===== src/rtl/booth_multiplier_seq.sv =====
// booth_multiplier_seq
//   Sequential radix-4 Booth multiplier. Each CALC cycle retires two multiplier bits,
//   so a signed WIDTH x WIDTH product takes WIDTH/2 steps. The result goes to
//   product_hi/product_lo for the ALU HI/LO registers.
//   Optional feature macro: UNSIGNED_MODE_EN. It adds the is_unsigned input. When that
//   input is set, the operands are zero-extended and one extra step is run.
module booth_multiplier_seq #(
  parameter int WIDTH = 32
) (
  input  logic             clock,
  input  logic             clear,
  input  logic             start,
  input  logic [WIDTH-1:0] multiplicand,
  input  logic [WIDTH-1:0] multiplier,
`ifdef UNSIGNED_MODE_EN
  input  logic             is_unsigned,
`endif
  output logic             busy,
  output logic             done,
  output logic [WIDTH-1:0] product_hi,
  output logic [WIDTH-1:0] product_lo
);

  // Partial sums are WIDTH+2 bits wide. This covers +/-2A when A is the most-negative
  // value, and also covers an unsigned A zero-extended by two bits.
  localparam int XW  = WIDTH + 2;
  localparam int N_S = WIDTH / 2;
  localparam int CW  = $clog2(N_S + 1);

  typedef enum logic [1:0] {
    S_IDLE,
    S_CALC,
    S_DONE
  } state_t;

  state_t          r_state;
  state_t          w_next_state;

  logic [XW-1:0]   r_a;          // multiplicand, extended to XW bits
  logic [XW-1:0]   r_acc;        // high part of the running product
  logic [XW-1:0]   r_mq;         // multiplier bits still to consume; the top holds retired product bits
  logic            r_bm1;        // Booth b[-1] bit carried between steps
  logic [CW-1:0]   r_count;
  logic [CW-1:0]   r_last;       // index of the final step: N-1
  logic            r_unsigned;

  logic            w_unsigned;
  logic            w_accept;
  logic            w_last_step;
  logic [XW-1:0]   w_a_ext;
  logic [XW-1:0]   w_b_ext;
  logic [XW-1:0]   w_a2;
  logic [XW-1:0]   w_pp;
  logic [XW-1:0]   w_sum;
  logic [XW-1:0]   w_next_acc;
  logic [XW-1:0]   w_next_mq;
  logic [2*WIDTH-1:0] w_prod;

`ifdef UNSIGNED_MODE_EN
  assign w_unsigned = is_unsigned;
`else
  assign w_unsigned = 1'b0;
`endif

  // Operands are accepted only outside CALC. A start pulse during CALC is dropped.
  assign w_accept    = start && (r_state != S_CALC);
  assign w_last_step = (r_state == S_CALC) && (r_count == r_last);

  assign w_a_ext = w_unsigned ? {2'b00, multiplicand}
                              : {{2{multiplicand[WIDTH-1]}}, multiplicand};
  assign w_b_ext = w_unsigned ? {2'b00, multiplier}
                              : {{2{multiplier[WIDTH-1]}}, multiplier};

  // State register
  // NOTE: sequential state uses non-blocking assignments so every flop samples pre-edge values.
  always_ff @(posedge clock or negedge clear) begin
    if (!clear) begin
      r_state <= S_IDLE;
    end else begin
      r_state <= w_next_state;
    end
  end

  // Next-state and status decode
  // NOTE: every output of this block gets a default first, so no path can infer a latch.
  always_comb begin
    w_next_state = r_state;
    busy         = 1'b0;
    done         = 1'b0;
    case (r_state)
      S_IDLE: begin
        if (start) w_next_state = S_CALC;
      end
      S_CALC: begin
        busy = 1'b1;
        if (w_last_step) w_next_state = S_DONE;
      end
      S_DONE: begin
        done         = 1'b1;
        w_next_state = start ? S_CALC : S_IDLE;
      end
      default: w_next_state = S_IDLE;
    endcase
  end

  // Booth digit select from {b[2i+1], b[2i], b[2i-1]}
  assign w_a2 = {r_a[XW-2:0], 1'b0};
  always_comb begin
    w_pp = '0;
    case ({r_mq[1:0], r_bm1})
      3'b001, 3'b010: w_pp = r_a;
      3'b011:         w_pp = w_a2;
      3'b100:         w_pp = '0 - w_a2;
      3'b101, 3'b110: w_pp = '0 - r_a;
      default:        w_pp = '0;
    endcase
  end

  // Add the partial product, then shift {acc, mq} right arithmetically by two.
  assign w_sum      = r_acc + w_pp;
  assign w_next_acc = {{2{w_sum[XW-1]}}, w_sum[XW-1:2]};
  assign w_next_mq  = {w_sum[1:0], r_mq[XW-1:2]};

  // After the last shift, the low 2N product bits sit at the top of mq.
  // The high bits sit in acc.
  always_comb begin
    if (r_unsigned) begin
      w_prod = {w_next_acc[WIDTH-3:0], w_next_mq};
    end else begin
      w_prod = {w_next_acc[WIDTH-1:0], w_next_mq[XW-1:2]};
    end
  end

  // Datapath: load operands on accept, then run one radix-4 step per CALC cycle
  always_ff @(posedge clock or negedge clear) begin
    if (!clear) begin
      r_a        <= '0;
      r_acc      <= '0;
      r_mq       <= '0;
      r_bm1      <= 1'b0;
      r_count    <= '0;
      r_last     <= '0;
      r_unsigned <= 1'b0;
    end else if (w_accept) begin
      r_a        <= w_a_ext;
      r_acc      <= '0;
      r_mq       <= w_b_ext;
      r_bm1      <= 1'b0;
      r_count    <= '0;
      r_unsigned <= w_unsigned;
      r_last     <= w_unsigned ? CW'(N_S) : CW'(N_S - 1);
    end else if (r_state == S_CALC) begin
      r_acc      <= w_next_acc;
      r_mq       <= w_next_mq;
      r_bm1      <= r_mq[1];
      r_count    <= r_count + 1'b1;
    end
  end

  // Result registers: they change only when an operation completes
  always_ff @(posedge clock or negedge clear) begin
    if (!clear) begin
      product_hi <= '0;
      product_lo <= '0;
    end else if (w_last_step) begin
      product_hi <= w_prod[2*WIDTH-1:WIDTH];
      product_lo <= w_prod[WIDTH-1:0];
    end
  end

endmodule

===== config.mk =====
export PLATFORM = sky130hd
export DESIGN_NAME = booth_multiplier_seq
export DESIGN_NICKNAME = d
export VERILOG_FILES = /design/src/rtl/booth_multiplier_seq.sv
export SDC_FILE = /design/constraint.sdc
export NUM_CORES = 1
export LEC_CHECK = 0
export BUFFER_PORTS_ARGS = -buffer_cell sky130_fd_sc_hd__buf_2
export CAP_MARGIN = 10
export CELL_PAD_IN_SITES_DETAIL_PLACEMENT = 1
export CELL_PAD_IN_SITES_GLOBAL_PLACEMENT = 2
export CORE_ASPECT_RATIO = 0.75
export CORE_MARGIN = 10
export CORE_UTILIZATION = 39
export CTS_CLUSTER_DIAMETER = 60
export DETAILED_ROUTE_END_ITERATION = 7
export PLACE_DENSITY_LB_ADDON = 0.25
export SETUP_SLACK_MARGIN = 0.1
export SLEW_MARGIN = 10
export SYNTH_ARGS = -nofsm -noshare
export SYNTH_HDL_FRONTEND = slang
export SYNTH_SLANG_ARGS = --single-unit

===== constraint.sdc =====
create_clock -name clock -period 7.1 [get_ports clock]
set_input_delay 0.355 -clock clock [delete_from_list [all_inputs] [get_ports clock]]
set_output_delay 0.355 -clock clock [all_outputs]
set_load 0.01 [all_outputs]

Word level (Yosys, flattened, before mapping) --
Cells that the tools add are included.
Cells by class: add/subtract/negate cells 4, muxes and demuxes 15, reductions and logical operators 7, eq/ne operators 12
Operators by type and width (count):
- 2-to-1 mux 34 bit | 4
- case mux 34 bit (4 select lines) | 1
- adder 34 bit | 1
- subtractor 1 x 33 -> 34 bit, first input constant | 1
- subtractor 1 x 32 -> 33 bit, first input constant | 1
- 2-to-1 mux 5 bit | 2
- == test 3 bit, second input constant | 3
- == test 3 x 2 -> 1 bit, second input constant | 2
- case mux 2 bit (3 select lines) | 1
- adder 5 x 1 -> 5 bit, second input constant | 1
- == test 5 x 4 -> 1 bit | 1
- 2-to-1 mux 1 bit | 5
- 2-to-1 mux 2 bit | 2
- != test 2 bit, second input constant | 2
- OR reduction 2 bit | 2
- == test 3 x 1 -> 1 bit, second input constant | 1
- == test 2 x 1 -> 1 bit, second input constant | 1
- == test 2 bit, second input constant | 1
- logical AND 1 bit | 2
- logical NOT 2 bit | 1
- != test 2 x 1 -> 1 bit, second input constant | 1
- AND reduction 2 bit | 1
- nonzero test 2 bit | 1
Word-level totals: word-level logic and storage cells 47, bits in registers 173, output and inout port bits 66

Depth between registers and ports, before layout --
Gate-level depths: netlist of the first run.
word-level depth 6, depth in mapped cells 20, gate-level depth less buffers 19

Least setup slack after synthesis of the first run --
Ideal clock, no wire load.
path type register to register, start reg r_a[0], end reg r_acc[30], path slack 2.744 ns, cell stages (with the launch flop) 21, path buffers 1, arrival 4.222 ns, cell sequence dfrtp_1 inv_1 ha_1 nor3b_4 nand4_2 or2_1 or4_1 buf_2 o31ai_4 xnor2_1 a22oi_1 o211ai_1 ha_1 nand4_1 nor2_1 nand4_1 a2111oi_0 nor3_1 o31ai_1 xnor2_1 o21ai_0
On the way: word-level cells in the longest chain between the ends 5, elaborated cells between the ends (all ways) 6, those cells by class 3 x add/sub; 3 x mux
RTL lines:
- start: declaration | RTL line 39 | logic [XW-1:0] r_a;
- start signal: assignment | RTL line 145 | r_a <= w_a_ext;
- subtractor 1 x 33 -> 34 bit or subtractor 1 x 32 -> 33 bit (tied branches) | RTL line 113, 114
- case mux 34 bit (4 select lines) * | RTL line 110 | case ({r_mq[1:0], r_bm1})
- adder 34 bit * | RTL line 120 | assign w_sum = r_acc + w_pp;
- 2-to-1 mux 34 bit * | RTL line 152 | end else if (r_state == S_CALC) begin
- 2-to-1 mux 34 bit * | RTL line 144 | end else if (w_accept) begin
- end signal: assignment | RTL line 153 | r_acc <= w_next_acc;
- end: declaration | RTL line 40 | logic [XW-1:0] r_acc;
Every way passes the cells marked *; elsewhere a longest branch is shown, timed or not. The select of a mux whose other input is x is not followed. A chain may end at the register's enable or synchronous reset.

Worst setup path after layout of the first run --
start reg r_a[1], end reg product_hi[30]
On the way: word-level cells in the longest chain between the ends 3, elaborated cells between the ends (all ways) 4, those cells by class 3 x add/sub; 1 x mux
RTL lines:
- subtractor 1 x 33 -> 34 bit or subtractor 1 x 32 -> 33 bit (tied branches) | RTL line 113, 114
- case mux 34 bit (4 select lines) * | RTL line 110
- adder 34 bit * | RTL line 120
- end signal: assignment | RTL line 166 | product_hi <= w_prod[2*WIDTH-1:WIDTH];
- end: declaration | RTL line 20 | output logic [WIDTH-1:0] product_hi,
Every way passes the cells marked *; elsewhere a longest branch is shown, timed or not.

==> flow_metrics.env, run 1 <==
export IMPL_hp_start="multiplicand[17]"
export IMPL_grt_antenna_before_repair=1
export IMPL_drc_errors=0
export IMPL_critical_path_peak_fanout=6
export IMPL_grt_most_used_layer="met2"
export IMPL_antenna_violating_nets_post_route=0
export IMPL_drt_total_wl_um=33600
export IMPL_final_period_minus_worst_setup_slack_ns=5.28
export IMPL_max_slew_margin_pct=16.8
export IMPL_chipWidth_um=208
export IMPL_finalSetupViolCount=0
export IMPL_worst_endpoint_required_ns=7.39
export IMPL_floorplan_die_area_mm2=0.0336
export IMPL_grt_pass1_vias=9565
export IMPL_clk_insertion_delay_late_ns=0.45
export IMPL_grtUsageMet3_pct=4.28
export IMPL_grt_ovfl_total=0
export IMPL_cts_buffers=17
export IMPL_design_core_area_mm2=0.0261
export IMPL_place_congestion=0.870
export IMPL_num_nets_final=1385
export IMPL_floorplan_initialDensity_pct=39.8
export IMPL_syn_to_final_growth_pct=14.7
export IMPL_worstSetupPathType="flop to flop"
export IMPL_synthesis_nets=1292
export IMPL_number_of_synthesized_flops_with_an_enable_pin=0
export IMPL_timing_critical_path_from="r_a[1]"
export IMPL_post_drt_via_cell_ratio=5.59
export IMPL_crit_arrival_ns=5.57
export IMPL_start_kind="flop"
export IMPL_post_cts_resized=0
export IMPL_synth_seq_area_share_pct=41.2
export IMPL_pin_count_of_the_biggest_net_entering_global_routing=92
export IMPL_io_pins=133
export IMPL_post_route_cells_drive_above_1_share_pct=18.5
export IMPL_port_buffers=132
export IMPL_number_of_sinks_on_the_clock_net=171
export IMPL_gr_usage_all_layers_pct=19.8
export IMPL_die_height_um=161
export IMPL_drt_iter0_drc=656
export IMPL_transition_at_the_pin_with_the_smallest_max_transition_slack_ns=1.23
export IMPL_max_clock_path_buffers=2
export IMPL_hpwlAfterDp_um=24200
export IMPL_fmaxAchievable_ghz=0.189
export IMPL_dpl_instance_area_mm2=0.0113
export IMPL_setup_worst_path_end_class="flop"
export IMPL_grt_setup_unrepaired="no"
export IMPL_grt_first_pass_wirelength_um=53800
export IMPL_timing_critical_path_slowest_cell_delay_ns=0.57
export IMPL_timing_hold_worst_class="input pin to flop"
export IMPL_placement_rows=51
export IMPL_synth_seq_cells=171
export IMPL_finalHoldViolCount=0
export IMPL_yosys_most_used_dff="sky130_fd_sc_hd__dfrtp_1"
export IMPL_met2_usage_pct=29.8
export IMPL_netlist_instances=1189
export IMPL_cap_violations=0
export IMPL_critical_path_cell_chain="inv_1, ha_1, nor3b_4, nand4_2, or2_1, or4_1, o31ai_4, xnor2_1, a22oi_1, o211ai_1, ha_1, nand4_1, nor2_1, nand4_1, a2111oi_0, nor3_1, o31ai_1, xnor2_1, o21ai_0"
export IMPL_post_cts_setup_buffer_count=0
export IMPL_post_synth_cell_area_avg_um2=8.74
export IMPL_fillers=3089
export IMPL_cts_tree="done"
export IMPL_asyncSetResetFlopFracSynth_pct=100
export IMPL_final_max_slew_viol_count=0
export IMPL_detail_route_first_pass_iterations=4
export IMPL_hold_ws_ns=0.131
export IMPL_synth_warnings=0
export IMPL_average_wire_per_cell_in_the_routed_design_um=20.5
export IMPL_yosysUniqueCellTypes=71
export IMPL_routed_via_count=9163
export IMPL_regToRegStartpoint="r_a[1]"
export IMPL_finalSetupTns_ns=0
export IMPL_clk_pin_slew_ns=0.08
export IMPL_global_route_met1_utilization_pct=28.2
export IMPL_finish_instance_area_mm2=0.0119
export IMPL_critPathSlowestCell="sky130_fd_sc_hd__or4_1"
export IMPL_fin_crit_sh_pct=74.4
export IMPL_clock_tree_htree_level_count=4
export IMPL_cts_root_buffer_cell="sky130_fd_sc_hd__clkbuf_16"
export IMPL_antennaDiodeCount=0
export IMPL_synthesis_area_mm2=0.0104
export IMPL_status="completed"
export IMPL_timing_clock_skew_ns=0.0170
-- timing repair --
item                                   4_1_cts  5_1_grt
endpoints found under the hold margin       40        0
hold buffers                                 1        0
setup endpoints to repair                    0        0
-- worst max-delay path, delay by kind of cell, from the launching register on --
kind / cells / cell delay, ns
AOI/OAI and AO/OA: 6 / 1.49
xor gates and xnor gates: 2 / 0.28
adders and majority gates: 2 / 0.65
buffers and inverters: 1 / 0.08
DFF: 1 / 0.44
and+or+nand+nor: 8 / 2.16
-- final timing paths --
check / to / slack, ns / depth (start not counted)
min in group asynchronous: product_hi[11] / 0.37 / 2
max in group asynchronous: r_mq[6] / 5.45 / 3
worst max register to register: product_hi[30] / 1.82 / 19
worst min register to register: product_lo[2] / 0.47 / 2
worst min-delay path: r_a[17] / 0.13 / 2
worst max-delay path: product_hi[30] / 1.82 / 19
-- per-stage QoR --
step                worst slack (ns)  utilization [%]  cells
floorplan                       2.74                -   1189
global placement                2.00             43.3   1606
detailed placement              1.90             43.3   1606
CTS                             1.86             45.7   1639
global route                    1.30             45.7   1639
finish                          1.82             45.7   1639
-- registers in the layout, indices dropped and copies added, names as in the netlist --
signal,count
product_hi,32
product_lo,32
r_a,32
r_acc,32
r_bm1,1
r_count,5
r_last,1
r_mq,34
r_state,2
-- synthesized netlist by cell type (5+ instances only) --
cell	n	area (um2)
sky130_fd_sc_hd__nand2_1	240	901
sky130_fd_sc_hd__dfrtp_1	171	4280
sky130_fd_sc_hd__o21ai_0	149	746
sky130_fd_sc_hd__nor2_1	61	229
sky130_fd_sc_hd__clkbuf_1	53	199
sky130_fd_sc_hd__a21oi_1	44	220
sky130_fd_sc_hd__xnor2_1	42	368
sky130_fd_sc_hd__mux2i_1	40	400
sky130_fd_sc_hd__nand3_1	39	195
sky130_fd_sc_hd__ha_1	35	438
sky130_fd_sc_hd__mux2_2	35	394
sky130_fd_sc_hd__nor3_1	26	130
sky130_fd_sc_hd__a22oi_1	24	180
sky130_fd_sc_hd__a21o_1	21	158
sky130_fd_sc_hd__xor2_1	18	158
sky130_fd_sc_hd__inv_1	17	63.8
sky130_fd_sc_hd__buf_1	15	56.3
sky130_fd_sc_hd__nand2b_1	13	81.3
sky130_fd_sc_hd__nand4_1	10	62.6
sky130_fd_sc_hd__o31ai_1	10	75.1
sky130_fd_sc_hd__a31oi_1	8	50.1
sky130_fd_sc_hd__o21a_1	6	45.0
sky130_fd_sc_hd__or3_1	6	37.5
sky130_fd_sc_hd__a211oi_1	5	37.5
sky130_fd_sc_hd__and2_1	5	31.3
sky130_fd_sc_hd__nor2b_1	5	31.3
sky130_fd_sc_hd__nor4_1	5	31.3
sky130_fd_sc_hd__or2_2	5	31.3
-- layout by cell type, fill, tap and decap left out, drive strengths merged, types with 5 or more instances in the layout --
cell type | Yosys | final
nand2b | 13 | 13
xnor2 | 42 | 42
nand2 | 240 | 240
ha | 35 | 35
a22oi | 24 | 24
mux2 | 35 | 35
xor2 | 18 | 18
nand3 | 40 | 40
or3 | 6 | 6
inv | 18 | 23
nor2b | 5 | 5
a31oi | 8 | 8
a211oi | 5 | 5
nor4 | 8 | 8
nand4 | 11 | 11
a21oi | 44 | 44
a21o | 21 | 21
mux2i | 40 | 40
dfrtp | 171 | 171
o31ai | 12 | 12
and2 | 5 | 5
nor2 | 61 | 61
nor3 | 29 | 29
o21a | 6 | 6
or2 | 7 | 7
clkbuf | 53 | 19
buf | 21 | 147
o21ai | 149 | 149
-- cells by family after synthesis --
group	synth area share [%]
and+or+nand+nor	19.5
muxes	7.65
xor gates and xnor gates	5.06
adders and majority gates	4.41
DFF	41.2
AOI/OAI and AO/OA	18.6
buffers and inverters	3.58
-- layout make-up --
| class | count | area [um2] | share of cell area [%] |
|---|---|---|---|
| Inverter | 19 | 71.3 | 0.598 |
| Sequential cell | 171 | 4280 | 35.9 |
| Clock inverter | 13 | 158 | 1.32 |
| Multi-Input combinational cell | 925 | 5750 | 48.2 |
| Clock buffer | 19 | 443 | 3.72 |
| Timing Repair Buffer | 148 | 790 | 6.62 |
| Tap cell | 344 | 430 | 3.61 |
-- layer usage --
layer,vias up,routed length (um)
li1,4386,-
met1,4614,16900
met2,142,15000
met3,21,1440
met4,0,314
met5,-,0
Power of run 1 is left out: the tool's default activity adds up to more than one toggle a clock period on the data nets, which glitch-free logic cannot reach.
==> run 2: changes to the inputs <==
--- a/config.mk
+++ b/config.mk
@@ -11,7 +11,7 @@
 export CELL_PAD_IN_SITES_GLOBAL_PLACEMENT = 2
 export CORE_ASPECT_RATIO = 0.75
 export CORE_MARGIN = 10
-export CORE_UTILIZATION = 39
+export CORE_UTILIZATION = 36
 export CTS_CLUSTER_DIAMETER = 60
 export DETAILED_ROUTE_END_ITERATION = 7
 export PLACE_DENSITY_LB_ADDON = 0.25
==> constraint.sdc (replaced) <==
create_clock -name clock -period 5.3 [get_ports clock]
set_input_delay 0.265 -clock clock [delete_from_list [all_inputs] [get_ports clock]]
set_output_delay 0.265 -clock clock [all_outputs]
set_load 0.01 [all_outputs]
==> flow_metrics.env, run 2 (synthesis gave the netlist of run 1 again) <==
export IMPL_status="completed"
export IMPL_fin_crit_sh_pct=91.8
export IMPL_grt_ovfl_total=0
export IMPL_max_slew_margin_pct=26.5
export IMPL_rrSetupSlack_ns=0.43
export IMPL_routed_via_count=9131
export IMPL_num_nets_final=1394
export IMPL_transition_at_the_pin_with_the_smallest_max_transition_slack_ns=1.09
export IMPL_syn_to_final_growth_pct=16.1
export IMPL_setup_worst_path_end_class="flop"
export IMPL_io_pins=133
export IMPL_holdPathEnd="r_a[18]"
export IMPL_number_of_sinks_on_the_clock_net=171
export IMPL_port_buffers=132
export IMPL_floorplan_initialDensity_pct=36.8
export IMPL_drt_iter0_drc=535
export IMPL_layout_commonest_cell="sky130_fd_sc_hd__nand2_1"
export IMPL_timing_critical_path_from="r_a[2]"
export IMPL_clk_pin_slew_ns=0.08
export IMPL_detail_route_first_pass_iterations=7
export IMPL_dr_wl_met3_um=1140
export IMPL_wl_met1_um=17500
export IMPL_place_congestion=0.854
export IMPL_worst_r2r_cell_count=18
export IMPL_route_met2_wl_um=14800
export IMPL_grt_antenna_before_repair=2
export IMPL_worst_r2r_endpoint="product_hi[30]"
export IMPL_post_route_cells_drive_above_1_share_pct=19.6
export IMPL_clock_tree_htree_level_count=4
export IMPL_cts_root_buffer_cell="sky130_fd_sc_hd__clkbuf_16"
export IMPL_final_period_minus_worst_setup_slack_ns=4.87
export IMPL_fillers=3361
export IMPL_min_delay_path_depth=2
export IMPL_drc_errors=0
export IMPL_antenna_violating_nets_post_route=0
export IMPL_finalSetupViolCount=0
export IMPL_worst_endpoint_required_ns=5.58
export IMPL_average_wire_per_cell_in_the_routed_design_um=19.9
export IMPL_post_drt_via_cell_ratio=5.40
export IMPL_largest_register_by_flop_count="r_mq"
export IMPL_worstSetupPathType="flop to flop"
export IMPL_grt_pass1_vias=9352
export IMPL_flip_flop_count_of_the_largest_register_after_layout=34
export IMPL_cap_violations=0
export IMPL_clk_insertion_delay_late_ns=0.45
export IMPL_floorplan_die_area_mm2=0.0361
export IMPL_cts_buffers=17
export IMPL_regToRegStartpoint="r_a[2]"
export IMPL_pin_count_of_the_biggest_net_entering_global_routing=92
export IMPL_hpwlAfterDp_um=24500
export IMPL_critical_path_peak_fanout=8
export IMPL_hp_start="multiplicand[18]"
export IMPL_final_max_slew_viol_count=0
export IMPL_grt_setup_unrepaired="no"
export IMPL_drt_total_wl_um=33700
export IMPL_timing_hold_worst_class="input pin to flop"
export IMPL_start_kind="flop"
export IMPL_fmaxAchievable_ghz=0.205
export IMPL_timing_clock_skew_ns=0.0119
export IMPL_finalHoldViolCount=0
export IMPL_max_clock_path_buffers=2
export IMPL_placement_rows=53
export IMPL_chipWidth_um=216
export IMPL_gr_usage_all_layers_pct=18.6
export IMPL_layout_cells_most_common_list="sky130_fd_sc_hd__nand2_1 (239), sky130_fd_sc_hd__dfrtp_1 (171), sky130_fd_sc_hd__o21ai_0 (146), sky130_fd_sc_hd__buf_2 (131), sky130_fd_sc_hd__nor2_1 (61)"
export IMPL_cts_tree="done"
export IMPL_design_core_area_mm2=0.0282
export IMPL_grt_first_pass_wirelength_um=54000
export IMPL_finalSetupTns_ns=0
export IMPL_die_height_um=167
export IMPL_dr_max_layer_used="met4"
export IMPL_crit_arrival_ns=5.15
run 2: cell type report:
type / instances / area (um2) / area share, %
repair buffers: 157 / 857 / 7.11
flip-flops and latches: 171 / 4280 / 35.5
inverters: 19 / 71.3 / 0.591
diodes: 1 / 2.50 / 0.0207
multi-input cells: 925 / 5780 / 47.9
well taps: 385 / 482 / 3.99
clock inverters: 14 / 154 / 1.28
clock buffers: 18 / 439 / 3.64
run 2: worst max path at each step:
| stage | cells after the start | to |
|---|---|---|
| final | 18 | product_hi[30] |
| after global placement | 19 | product_hi[30] |
| after global routing | 18 | r_acc[18] |
| after CTS | 19 | product_hi[23] |
| after detailed placement | 19 | product_hi[30] |
| after floorplan | 20 | r_acc[30] |
run 2: what timing repair did:
action | CTS | global route
hold buffers | 1 | 0
buffers inserted | 0 | 1
resized for setup | 0 | 11
setup endpoints to repair | 0 | 33
hold endpoints to repair | 71 | 0
run 2: through the flow:
step	hold WS, ns	cell area [um2]	setup WS [ns]	cells	util, %
finish	0.0405	12100	0.433	1690	42.7
global route	0.0319	12100	0.129	1689	42.7
CTS	0.0172	12000	0.213	1688	42.6
detailed placement	0.342	11400	0.204	1655	40.4
global placement	0.336	11400	0.373	1655	40.4
floorplan	-0.0306	10400	0.944	1189	-
run 2: layer usage:
metal  track usage [%]  up-vias
li1                  -     4402
met1              27.4     4576
met2              27.6      133
met3              3.53       20
met4              4.00        0
met5                 0        -
run 2: critical path, cell delays in order (launching register included):
cell	delay, ns
sky130_fd_sc_hd__dfrtp_1	0.49
sky130_fd_sc_hd__or4_4	0.60
sky130_fd_sc_hd__nor4_4	0.21
sky130_fd_sc_hd__buf_4	0.19
sky130_fd_sc_hd__nand2_1	0.13
sky130_fd_sc_hd__or3_1	0.38
sky130_fd_sc_hd__nand2_1	0.10
sky130_fd_sc_hd__xnor2_1	0.06
sky130_fd_sc_hd__nand2_1	0.07
sky130_fd_sc_hd__o311ai_0	0.36
sky130_fd_sc_hd__ha_1	0.54
sky130_fd_sc_hd__nand4_1	0.20
sky130_fd_sc_hd__nor2_1	0.22
sky130_fd_sc_hd__nand4_1	0.17
sky130_fd_sc_hd__a2111oi_2	0.31
sky130_fd_sc_hd__nor3_1	0.15
sky130_fd_sc_hd__o31ai_2	0.26
sky130_fd_sc_hd__xnor2_1	0.16
sky130_fd_sc_hd__o21ai_0	0.11
Power of run 2 is left out for the same reason.
